$ cat src/rtl/nrad_seq.sv
// nrad_seq -- sequential non-restoring divider controller.
//
// Computes Q = X / Y and R = X % Y for unsigned operands. It performs one
// add/subtract step per clock, so a single CAS row is reused for N cycles.
// A final correction cycle brings a negative partial remainder back into
// range. The operation ends with a one-cycle done pulse.
//
// Optional feature macro: NRAD_DIVZERO_EN
//   When defined, accepting Y == 0 bypasses the iteration. One edge later it
//   produces Q = all ones, R = 0, dz = 1 and done = 1, and busy stays low.
//   When undefined, Y == 0 runs the normal sequence and dz is tied to 0.
//
// Ports:
//   clk          rising-edge clock
//   rst          asynchronous active-high reset
//   start        request, sampled only in IDLE
//   X [N-1:0]    unsigned dividend, captured on the accepting edge
//   Y [M-1:0]    unsigned divisor, captured on the accepting edge
//   busy         high while in ITER or CORR
//   done         one-cycle pulse, Q/R/dz valid
//   Q [N-1:0]    quotient register, held until the next completion
//   R [M-1:0]    remainder register, held until the next completion
//   dz           divide-by-zero flag, updated with each done pulse
//   o_dbg_state  current FSM state (debug observation only)
//
// Handshake: start is a request that is accepted on any rising edge where
// the block is IDLE and start = 1. While busy = 1, start is ignored and is
// not queued. The result is presented for exactly one cycle, with done = 1
// and busy = 0. A new start in that same cycle is accepted.

module nrad_seq #(
    parameter int N = 4,
    parameter int M = 2
) (
    input  logic         clk,
    input  logic         rst,
    input  logic         start,
    input  logic [N-1:0] X,
    input  logic [M-1:0] Y,
    output logic         busy,
    output logic         done,
    output logic [N-1:0] Q,
    output logic [M-1:0] R,
    output logic         dz,
    output logic [1:0]   o_dbg_state
);

    localparam int CW = $clog2(N + 1);

    localparam logic [1:0] S_IDLE = 2'd0;
    localparam logic [1:0] S_ITER = 2'd1;
    localparam logic [1:0] S_CORR = 2'd2;
`ifdef NRAD_DIVZERO_EN
    localparam logic [1:0] S_DZ   = 2'd3;
`endif

    logic [1:0]    r_state;
    logic [M+1:0]  r_a;      // signed partial remainder
    logic [N-1:0]  r_s;      // dividend bits shifting out, quotient bits in
    logic [M+1:0]  r_d;      // zero-extended divisor
    logic [CW-1:0] r_cnt;
    logic [N-1:0]  r_q;
    logic [M-1:0]  r_r;
    logic          r_done;
`ifdef NRAD_DIVZERO_EN
    logic          r_dz;
`endif

    logic [M+1:0]  w_shift;
    logic [M+1:0]  w_a_step;
    logic [M+1:0]  w_a_corr;

    // {A,S} << 1: the MSB of S enters the LSB of A. The top bit of A is
    // dropped. This is safe because |A| <= D, so 2A + 1 still fits in M+2 bits.
    assign w_shift  = {r_a[M:0], r_s[N-1]};
    // The sign of the old A selects the operation: subtract when A >= 0,
    // add when A < 0.
    assign w_a_step = r_a[M+1] ? (w_shift + r_d) : (w_shift - r_d);
    assign w_a_corr = r_a[M+1] ? (r_a + r_d) : r_a;

    always_ff @(posedge clk or posedge rst) begin
        if (rst) begin
            r_state <= S_IDLE;
            r_a     <= '0;
            r_s     <= '0;
            r_d     <= '0;
            r_cnt   <= '0;
            r_q     <= '0;
            r_r     <= '0;
            r_done  <= 1'b0;
`ifdef NRAD_DIVZERO_EN
            r_dz    <= 1'b0;
`endif
        end else begin
            r_done <= 1'b0;
            case (r_state)
                S_IDLE: begin
                    if (start) begin
                        r_a   <= '0;
                        r_s   <= X;
                        r_d   <= {2'b00, Y};
                        r_cnt <= '0;
`ifdef NRAD_DIVZERO_EN
                        if (Y == '0) r_state <= S_DZ;
                        else         r_state <= S_ITER;
`else
                        r_state <= S_ITER;
`endif
                    end
                end
                S_ITER: begin
                    r_a   <= w_a_step;
                    r_s   <= {r_s[N-2:0], ~w_a_step[M+1]};
                    r_cnt <= r_cnt + 1'b1;
                    // This is the last of N steps when the count is N-1
                    // before the increment.
                    if (r_cnt == CW'(N - 1)) r_state <= S_CORR;
                end
                S_CORR: begin
                    r_a     <= w_a_corr;
                    r_q     <= r_s;
                    r_r     <= w_a_corr[M-1:0];
                    r_done  <= 1'b1;
`ifdef NRAD_DIVZERO_EN
                    r_dz    <= 1'b0;
`endif
                    r_state <= S_IDLE;
                end
                default: begin
`ifdef NRAD_DIVZERO_EN
                    // S_DZ: report divide-by-zero without iterating.
                    r_q    <= '1;
                    r_r    <= '0;
                    r_dz   <= 1'b1;
                    r_done <= 1'b1;
`endif
                    r_state <= S_IDLE;
                end
            endcase
        end
    end

    assign busy        = (r_state == S_ITER) || (r_state == S_CORR);
    assign done        = r_done;
    assign Q           = r_q;
    assign R           = r_r;
    assign o_dbg_state = r_state;
`ifdef NRAD_DIVZERO_EN
    assign dz          = r_dz;
`else
    assign dz          = 1'b0;
`endif

endmodule

$ cat config.mk
export PLATFORM = sky130hd
export DESIGN_NAME = nrad_seq
export DESIGN_NICKNAME = d
export VERILOG_FILES = /design/src/rtl/nrad_seq.sv
export SDC_FILE = /design/constraint.sdc
export NUM_CORES = 1
export LEC_CHECK = 0
export CELL_PAD_IN_SITES_DETAIL_PLACEMENT = 0
export CELL_PAD_IN_SITES_GLOBAL_PLACEMENT = 1
export CORE_MARGIN = 4
export CORE_UTILIZATION = 40
export DETAILED_ROUTE_END_ITERATION = 8
export PLACE_DENSITY_LB_ADDON = 0.1
export SYNTH_ARGS = -nofsm -noshare
export SYNTH_HDL_FRONTEND = slang
export SYNTH_SLANG_ARGS = --single-unit
$ cat constraint.sdc
create_clock -name clk -period 3.7 [get_ports clk]
set_clock_uncertainty 0.1 [all_clocks]
set_input_delay 0.74 -clock clk [delete_from_list [all_inputs] [get_ports clk]]
set_output_delay 0.74 -clock clk [all_outputs]
set_load 0.01 [all_outputs]
# Word level (Yosys, flattened, before mapping)
# Index checks and enable logic that the tools add are counted.
# word_totals
wordCells,41
ff_bits,22
inputBits,9
# classes
mux,12
reduce_logical,9
add_sub_neg,4
eq_ne,6
n_bitwise,1
# op_table
op,count
two-way mux 4 bit,4
case mux 4 bit (3 select lines),1
adder 4 x 2 -> 4 bit,2
case mux 4 bit (2 select lines),1
AND reduction 2 bit,4
"inequality test 2 bit, second input constant",3
case mux 3 bit (2 select lines),1
two-way mux 2 bit,2
case mux 2 bit (2 select lines),1
subtractor 4 x 2 -> 4 bit,1
"adder 3 x 1 -> 3 bit, second input constant",1
"== test 3 x 2 -> 1 bit, second input constant",1
two-way mux 3 bit,1
AND reduction 3 bit,1
nonzero test 3 bit,1
"== test 2 x 1 -> 1 bit, second input constant",1
"== test 2 bit, second input constant",1
logical NOT 2 bit,1
nonzero test 2 bit,1
logical OR 1 bit,1
two-way mux 1 bit,1
inverter 1 bit,1

# Depth between registers and ports, before layout
# Gate-level depths: netlist (run 1).
# logic_depth
ltp_word,4
mapped_depth,8
mapped_depth_nobuf,8

# Worst setup path after synthesis (run 1)
# No wires, ideal clock.
# synth_timing
path_kind,flip-flop to flip-flop
from,register r_d[1]
to,register r_a[2]
path_stages_with_launch,9
t_arrival_ns,2.015
period_less_slack_ns,2.242
required_ns,3.472
setup_ns,0.128
path_slack_ns,1.458
path_cell_list,dfrtp_1 -> inv_1 -> ha_1 -> mux2_2 -> fa_1 -> xor2_1 -> a22oi_1 -> nor2b_1 -> mux2_1
# synth_via
elab_chain_cells,3
# synth_lines
element,line_no,text
from (decl),60,logic [M+1:0] r_d;
from (signal assigned),101,"r_d <= {2'b00, Y};"
"adder 4 x 2 -> 4 bit, or another cell as far along",79,assign w_a_corr = r_a[M+1] ? (r_a + r_d) : r_a;
"two-way mux 4 bit, on equally long branches","79, 78",
case mux 4 bit (3 select lines) (*),96,case (r_state)
to (signal assigned),112,r_a <= w_a_step;
to (signal assigned),120,r_a <= w_a_corr;
to (decl),58,logic [M+1:0] r_a;
# Mark *: on every way between the ends. The rest lies on a longest branch, timed or not. The select of a mux whose other input is x is not followed.
# A chain may end at the register's enable or synchronous reset.

# Worst setup path after layout (run 1)
# layout_timing
from,"register r_state[0], in the netlist o_dbg_state[0]"
to,output port busy
# layout_via
elab_chain_cells,2
# layout_lines
element,line_no,text
from (decl),57,logic [1:0] r_state;
from (signal assigned),83,r_state <= S_IDLE;
from (signal assigned),107,r_state <= S_ITER;
from (signal assigned),117,if (r_cnt == CW'(N - 1)) r_state <= S_CORR;
== test 2 x 1 -> 1 bit or == test 2 bit (tied branches),143,assign busy = (r_state == S_ITER) || (r_state == S_CORR);
logical OR 1 bit (*),143,
to (decl),40,"output logic busy,"
# Mark *: on every way between the ends. The rest lies on a longest branch, timed or not.

==> results of run 1 <==
==> area by class of cell <==
cell class,instances,area share (%)
timing repair buffer,18,11.8
inverter,8,1.97
clock buffer,3,1.48
sequential,22,36.2
multi-input combinational,87,44.9
tap,44,3.62
==> sequential cells by signal (all words and copies together), names as in the netlist <==
signal,cells
r_s,4
R,2
r_cnt,3
done,1
r_d,2
o_dbg_state,2
r_a,4
Q,4
==> report_power, final <==
part           total (mW)  switching, mW  internal (mW)
Combinational       0.711          0.356          0.356
Sequential          0.430         0.0869          0.343
Clock               0.105         0.0672         0.0379
Total                1.25          0.510          0.736
==> worst max-delay path, cell delays in order, from the launching register on <==
cell	delay [ps]
dfrtp_1	450
inv_1	90
ha_1	340
clkdlybuf4s50_1	550
==> metal layers <==
| layer | track usage (%) | vias to the layer above | share of wire, % |
|---|---|---|---|
| met5 | 0 | - | 0 |
| met1 | 18.6 | 405 | 49 |
| met2 | 19.8 | 17 | 46 |
| met3 | 3.81 | 2 | 4.3 |
| met4 | 1.58 | 0 | 0.57 |
| li1 | - | 448 | - |
==> worst min-delay path by stage <==
stage	slack, ps	start	end
floorplan	350	r_cnt[1]	r_cnt[1]
global placement	360	r_cnt[1]	r_cnt[1]
detailed placement	370	r_cnt[1]	r_cnt[1]
CTS	400	r_cnt[1]	r_cnt[1]
global route	430	r_cnt[1]	r_cnt[1]
finish	390	r_cnt[1]	r_cnt[1]
==> synthesized netlist by cell type <==
master,instances
dfrtp_1,22
nand2_1,13
ha_1,12
a21oi_1,11
inv_1,8
mux2_2,7
o21ai_0,6
mux2i_1,5
nor2_1,5
buf_2,3
nor2b_1,3
xor2_1,3
a21o_1,2
fa_1,2
nand2b_2,2
nor3b_1,2
o2bb2ai_1,2
a22o_1,1
a22oi_1,1
a31o_1,1
buf_4,1
buf_6,1
conb_1,1
mux2_1,1
mux2i_2,1
nand2b_1,1
nand3_1,1
nor2_4,1
nor2b_2,1
o221ai_1,1
xnor2_1,1
==> per-stage QoR <==
step           instance area, um^2  setup slack [ps]  utilization, %
6_report                      1520              1130            49.5
5_1_grt                       1520              1020            49.5
4_1_cts                       1520              1110            49.5
3_5_place_dp                  1500              1320            48.7
3_3_place_gp                  1500              1350            48.7
2_1_floorplan                 1300              1460               -
==> logic make-up after synthesis <==
group                    count (synthesis)
AO/OA/AOI/OAI                           25
XOR/XNOR                                 4
adder cells (fa/ha/maj)                 14
buffers and inverters                   13
flip-flops                              22
multiplexers                            14
other                                    1
AND/OR/NAND/NOR                         29
==> reports/qor.txt, run 1 <==
Num CTS Buffers - 3
Avg Synthesized Cell Area - 10.6 um^2
Initial DRT Pass Iterations - 4
Critical Path Start Type - register
Max Cap Violations - 0
Core Box Area - 0.00308 mm^2
leading area contributor after synthesis - dfrtp_1
synth warn - 0
IO Count - 20
Data required, critical path - 2860 ps
R2R cell count - 8
Final min period - 2570 ps
Slew HR - 45.2%
Seq/Total Area, Yosys - 42.4%
VDD IR max - 290 uV
top cells by area, synth - dfrtp_1, ha_1, mux2_2, a21oi_1, mux2i_1
RSZ-0062 raised after global routing - no
Post-Synth Adder-Cell Area - 14.6%
H-tree Lvls - 1
Fin. Hold Viols - 0
layout cells sized above 1 - 10.9%
first-pass GRT wire length - 4260 um
Compound-Gate Fraction of Synth Area - 11.7%
status - completed
worst min-delay path class - reg2reg
CTS max path bufs - 2
Post-Synthesis Net Count - 145
Area Growth Syn to Fin - 17.2%
fmax - 389 MHz
worst slew pin tran - 821 ps
Routed WL per cell - 13.5 um
post-route clock period utilization - 69.4%
Power per Cell Area - 818 mW/mm^2
commonest non-fill, non-tap cell in the layout - dfrtp_1
synth unique cells - 31
largest family of logic cells by synthesized area - adder cells
area of the multi-input gates - 684 um^2
CP arrival - 1730 ps
Critical Path Start - o_dbg_state[0]
commonest non-fill, non-tap cells in the layout - dfrtp_1, clkdlybuf4s50_1, nand2_1, ha_1, a21oi_1
Via Count - 872
DIE AREA - 0.00422 mm^2
antenna-violating nets left - 0
# diodes - 0
root buffer cell - clkbuf_4
setup violators final - 0
FF+latch count, synth - 22
GRT Overall Usage - 13.0%
grt total ovfl - 0
Cell Area, Synth - 0.00130 mm^2
worst hold path depth - 2
post-synthesis mux area share - 11.8%
simple-gate share of the synthesized area - 11.6%
P_leak - 0.712 nW
Clock transition at path regs - 120 ps
worst r2r dst - r_a[2]
fillers - 302
DRT iter0 DRCs - 31
vias in the first global route - 879
CTS tree - done
Placement Rows - 20
I/O Buffers - 18
setup tns final - 0 ps
post-cts resize count - 0
crit-path max FO - 5
Critical Path End Type - primary output
Via density - 4.79
Register Area - 551 um^2
Worst Hold Slack - 394 ps
Pins Over Slew Limit - 0
Post-Place Cells - 179
die span in x - 65.0 um
clock sink count - 22
DRT Wirelength - 2450 um
Post-route DRC - 0
pin count of the biggest net entering global routing - 23
cts hold-fix bufs - 0
Mapped Cells - 122
reg-to-reg startpoint - r_d[1]
postcts setup bufs - 0
CP Class - reg2out
R2R Setup Slk - 1360 ps
final net count - 163
final cell count without fillers - 182
Initial Util - 42.2%
Die Ht - 65.0 um
Post-Synth XOR/XNOR Area - 2.70%
Critical Path Sink - busy
initial antenna violation count - 0
DP Wirelength - 1860 um
post-synth top area share - 42.4%
final total power - 1.25 mW
gpl congestion - 0.822
Clk Latency, worst-skew pair - 300 ps
No activity file was read; power rests on OpenSTA's default activity.
==> run 2, diff against run 1 <==
clock period = 2.6 ns   (was 3.7 ns; I/O delays follow)
==> run 2 against run 1 <==
First-iteration DRC count shrank 42%. Register-to-register slack worse by 1200 ps. Design area rose by 3.5%. Sequential share of layout area decreased by 1.2 points. Sequential power rose by 40%. Die area did not move. Count of clock-buffer cells in the layout did not move. Combinational power rose by 49%. Critical path depth increased by 5. Critical endpoint is now r_a[2]. Largest cell class unchanged.
==> reports/qor.txt, run 2 (same netlist as run 1, synthesis figures left out) <==
worst slew pin tran - 542 ps
Register Area - 551 um^2
initial antenna violation count - 0
Initial Util - 42.2%
fmax - 418 MHz
CP arrival - 2490 ps
die span in x - 65.0 um
Final min period - 2390 ps
Power per Cell Area - 1220 mW/mm^2
Post-route DRC - 0
Via density - 4.85
cts hold-fix bufs - 0
setup violators final - 0
vias in the first global route - 923
CP max stage cell - dfrtp_1
Routed WL per cell - 13.5 um
commonest non-fill, non-tap cell in the layout - dfrtp_1
GRT Overall Usage - 13.8%
Max Cap Violations - 0
crit-path max FO - 5
worst min-delay path class - reg2reg
Die Ht - 65.0 um
Clk Latency, worst-skew pair - 310 ps
Core Box Area - 0.00308 mm^2
Critical Path Start Type - register
DRT Wirelength - 2520 um
root buffer cell - clkbuf_4
CTS max path bufs - 2
postcts setup bufs - 0
Initial DRT Pass Iterations - 4
Data required, critical path - 2700 ps
DRT iter0 DRCs - 18
grt total ovfl - 0
DIE AREA - 0.00422 mm^2
CP Cell Sequence - inv_1 > ha_1 > mux2_2 > fa_1 > xor2_1 > a22oi_1 > nor2b_1 > mux2_1
commonest non-fill, non-tap cells in the layout - dfrtp_1, clkdlybuf4s50_1, nand2_1, ha_1, a21oi_1
# diodes - 0
pin count of the biggest net entering global routing - 23
P_leak - 0.741 nW
Via Count - 903
Num CTS Buffers - 3
Worst Hold Slack - 388 ps
RSZ-0062 raised after global routing - no
DP Wirelength - 1900 um
Clock transition at path regs - 120 ps
clock sink count - 22
Slew HR - 63.2%
pre-CTS setup slack - 219 ps
CTS tree - done
Pins Over Slew Limit - 0
post-route clock period utilization - 91.9%
IO Count - 20
Placement Rows - 20
status - completed
H-tree Lvls - 1
antenna-violating nets left - 0
final cell count without fillers - 186
post-cts resize count - 0
VDD IR max - 461 uV
Worst Setup Slack, final - 209 ps
Area Growth Syn to Fin - 21.3%
fillers - 295
final net count - 166
area of the multi-input gates - 684 um^2
Critical Path End Type - register
layout cells sized above 1 - 13.4%
first-pass GRT wire length - 4460 um
CP Class - reg2reg
setup tns final - 0 ps
I/O Buffers - 18
Post-Place Cells - 182
max incr delay on CP - 450 ps
gpl congestion - 0.912
Fin. Hold Viols - 0
==> run 2: routing by layer <==
| layer | global-route usage, % | share of wire, % | wire, um |
|---|---|---|---|
| met4 | 3.96 | 0.99 | 25 |
| met1 | 20.2 | 51 | 1280 |
| met2 | 19.8 | 44 | 1110 |
| met3 | 3.47 | 4.2 | 106 |
| met5 | 0 | 0 | 0 |
==> run 2: worst paths after layout <==
kind | from | endpoint | slack, ps | depth (start not counted)
min in group asynchronous | rst | R[0] | 420 | 3
setup reg to reg | r_d[1] | r_a[2] | 210 | 8
max in group asynchronous | rst | r_cnt[0] | 1750 | 3
hold / removal | r_cnt[1] | r_cnt[1] | 390 | 2
hold reg to reg | r_cnt[1] | r_cnt[1] | 390 | 2
setup / recovery | r_d[1] | r_a[2] | 210 | 8
==> run 2: area by class of cell <==
type	count	share of cell area, %
Multi-Input combinational cell	87	43.4
Sequential cell	22	34.9
Timing Repair Buffer	21	12.9
Tap cell	44	3.49
Clock inverter	1	1.91
Inverter	8	1.91
Clock buffer	3	1.43
==> run 2: worst max-delay path, delay by kind of cell, from the launching register on <==
kind | cells | cell delay [ps]
XOR/XNOR | 1 | 150
AND/OR/NAND/NOR | 1 | 60
AO/OA/AOI/OAI | 1 | 180
multiplexers | 2 | 570
flip-flops | 1 | 450
buffers and inverters | 1 | 70
adder cells (fa/ha/maj) | 2 | 690
==> run 2: power by group <==
part           leakage [nW]  internal [mW]  switching [mW]
registers             0.279          0.488           0.114
logic                 0.433          0.523           0.538
clock network        0.0279          0.156           0.104
total                 0.741           1.17           0.756
==> run 2: through the flow <==
step                      power [mW]  util, %  instance area, um^2
after global placement          1.65     49.5                 1520
final                           1.92     51.2                 1580
after detailed placement        1.68     49.5                 1520
after CTS                       1.94     51.2                 1580
after floorplan                 1.32        -                 1300
after global routing            2.12     51.2                 1580
==> run 3, diff against run 2 <==
CORE_MARGIN = 1.5   (was 4)
PLACE_DENSITY = 0.8   (was default)
PLACE_DENSITY_LB_ADDON = default   (was 0.1)
==> run 3 against run 2 <==
Non-clock buffer count unchanged. Via count up 0.44%. Sequential share of layout area up 0.68 points. Count of clock-buffer cells in the layout unchanged. Utilization down 0.98 points. Wire length down 3.9%. Critical path type unchanged. Critical endpoint unchanged. Largest power group unchanged.
==> reports/qor.txt, run 3 (same netlist as run 1, synthesis figures left out) <==
Die Ht - 60.0 um
area of the multi-input gates - 684 um^2
root buffer cell - clkbuf_4
I/O Buffers - 18
worst min-delay path class - reg2reg
# diodes - 0
R2R cell count - 8
Initial DRT Pass Iterations - 4
commonest non-fill, non-tap cells in the layout - dfrtp_1, clkdlybuf4s50_1, nand2_1, ha_1, a21oi_1
Power per Cell Area - 1180 mW/mm^2
final cell count without fillers - 185
grt total ovfl - 0
Final min period - 2350 ps
Routed WL per cell - 13.1 um
DRT Wirelength - 2420 um
gpl congestion - 0.764
reg-to-reg startpoint - r_d[1]
CP Class - reg2reg
Fin. Hold Viols - 0
crit-path max FO - 5
Critical Path End Type - register
postcts setup bufs - 0
Initial Util - 42.2%
pin count of the biggest net entering global routing - 23
CTS tree - done
first-pass GRT wire length - 4230 um
Via Count - 907
post-route clock period utilization - 90.3%
Clk Latency, worst-skew pair - 300 ps
RSZ-0062 raised after global routing - no
Post-route DRC - 0
worst slew pin tran - 509 ps
H-tree Lvls - 1
DIE AREA - 0.00360 mm^2
Via density - 4.90
Post-Place Cells - 182
setup tns final - 0 ps
worst r2r dst - r_a[2]
Data required, critical path - 2690 ps
P_leak - 0.727 nW
DRT iter0 DRCs - 16
CTS max path bufs - 2
layout cells sized above 1 - 12.8%
Critical Path Sink - r_a[2]
clock sink count - 22
Area Growth Syn to Fin - 19.0%
Pins Over Slew Limit - 0
final total power - 1.82 mW
vias in the first global route - 902
Critical Path Start - r_d[1]
antenna-violating nets left - 0
status - completed
Clock transition at path regs - 120 ps
GRT Overall Usage - 15.7%
Placement Rows - 20
CP arrival - 2440 ps
Util after Layout - 50.2%
die span in x - 60.0 um
DP Wirelength - 1870 um
cts hold-fix bufs - 0
Worst Setup Slack, final - 251 ps
Num CTS Buffers - 3
VDD IR max - 579 uV
initial antenna violation count - 0
post-cts resize count - 0
pre-CTS setup slack - 266 ps
fmax - 426 MHz
Slew HR - 65.4%
Max Cap Violations - 0
commonest non-fill, non-tap cell in the layout - dfrtp_1
Core Box Area - 0.00308 mm^2
Register Area - 551 um^2
Critical Path Start Type - register
setup violators final - 0
final net count - 166
R2R Setup Slk - 250 ps
IO Count - 20
fillers - 294
-- run 3: stage by stage --
step                hold WS [ps]  instance area, um^2
finish                       393                 1550
global route                 446                 1550
CTS                          396                 1550
detailed placement           369                 1520
global placement             363                 1520
floorplan                    350                 1300
-- run 3: layout make-up --
| cell class | count | area share [%] |
|---|---|---|
| multi-input cells | 87 | 44.3 |
| flip-flops and latches | 22 | 35.6 |
| repair buffers | 21 | 13.1 |
| well taps | 44 | 3.56 |
| inverters | 8 | 1.94 |
| clock buffers | 3 | 1.46 |
-- run 3: where the power goes --
| part | internal [mW] | switching (mW) | leakage, nW |
|---|---|---|---|
| registers | 0.488 | 0.117 | 0.279 |
| logic | 0.526 | 0.534 | 0.433 |
| clock network | 0.0540 | 0.0979 | 0.0138 |
| total | 1.07 | 0.749 | 0.727 |
-- run 3: how the worst min path moves through the flow --
stage	start	to	cells past startpoint
2_1_floorplan	r_cnt[1]	r_cnt[1]	2
3_3_place_gp	r_cnt[1]	r_cnt[1]	2
3_5_place_dp	r_cnt[1]	r_cnt[1]	2
4_1_cts	r_cnt[1]	r_cnt[1]	2
5_1_grt	r_cnt[1]	r_cnt[1]	2
6_report	r_cnt[1]	r_cnt[1]	2
-- run 3: per-layer routing --
| layer | global-route usage, % | vias up | part of all wire [%] | wire, um |
|---|---|---|---|---|
| met4 | 3.81 | 0 | 0 | 0 |
| li1 | - | 450 | - | - |
| met5 | 0 | - | 0 | 0 |
| met2 | 24.4 | 8 | 50 | 1210 |
| met1 | 22.9 | 449 | 48 | 1170 |
| met3 | 2.60 | 0 | 1.7 | 42 |
-- run 3: worst max-delay path, stage by stage, from the launching register on --
cell and delay (ps):
dfrtp_1 440, inv_1 60, ha_1 260, mux2_2 290, fa_1 400, xor2_1 150
a22oi_1 180, nor2b_1 70, mux2_1 290
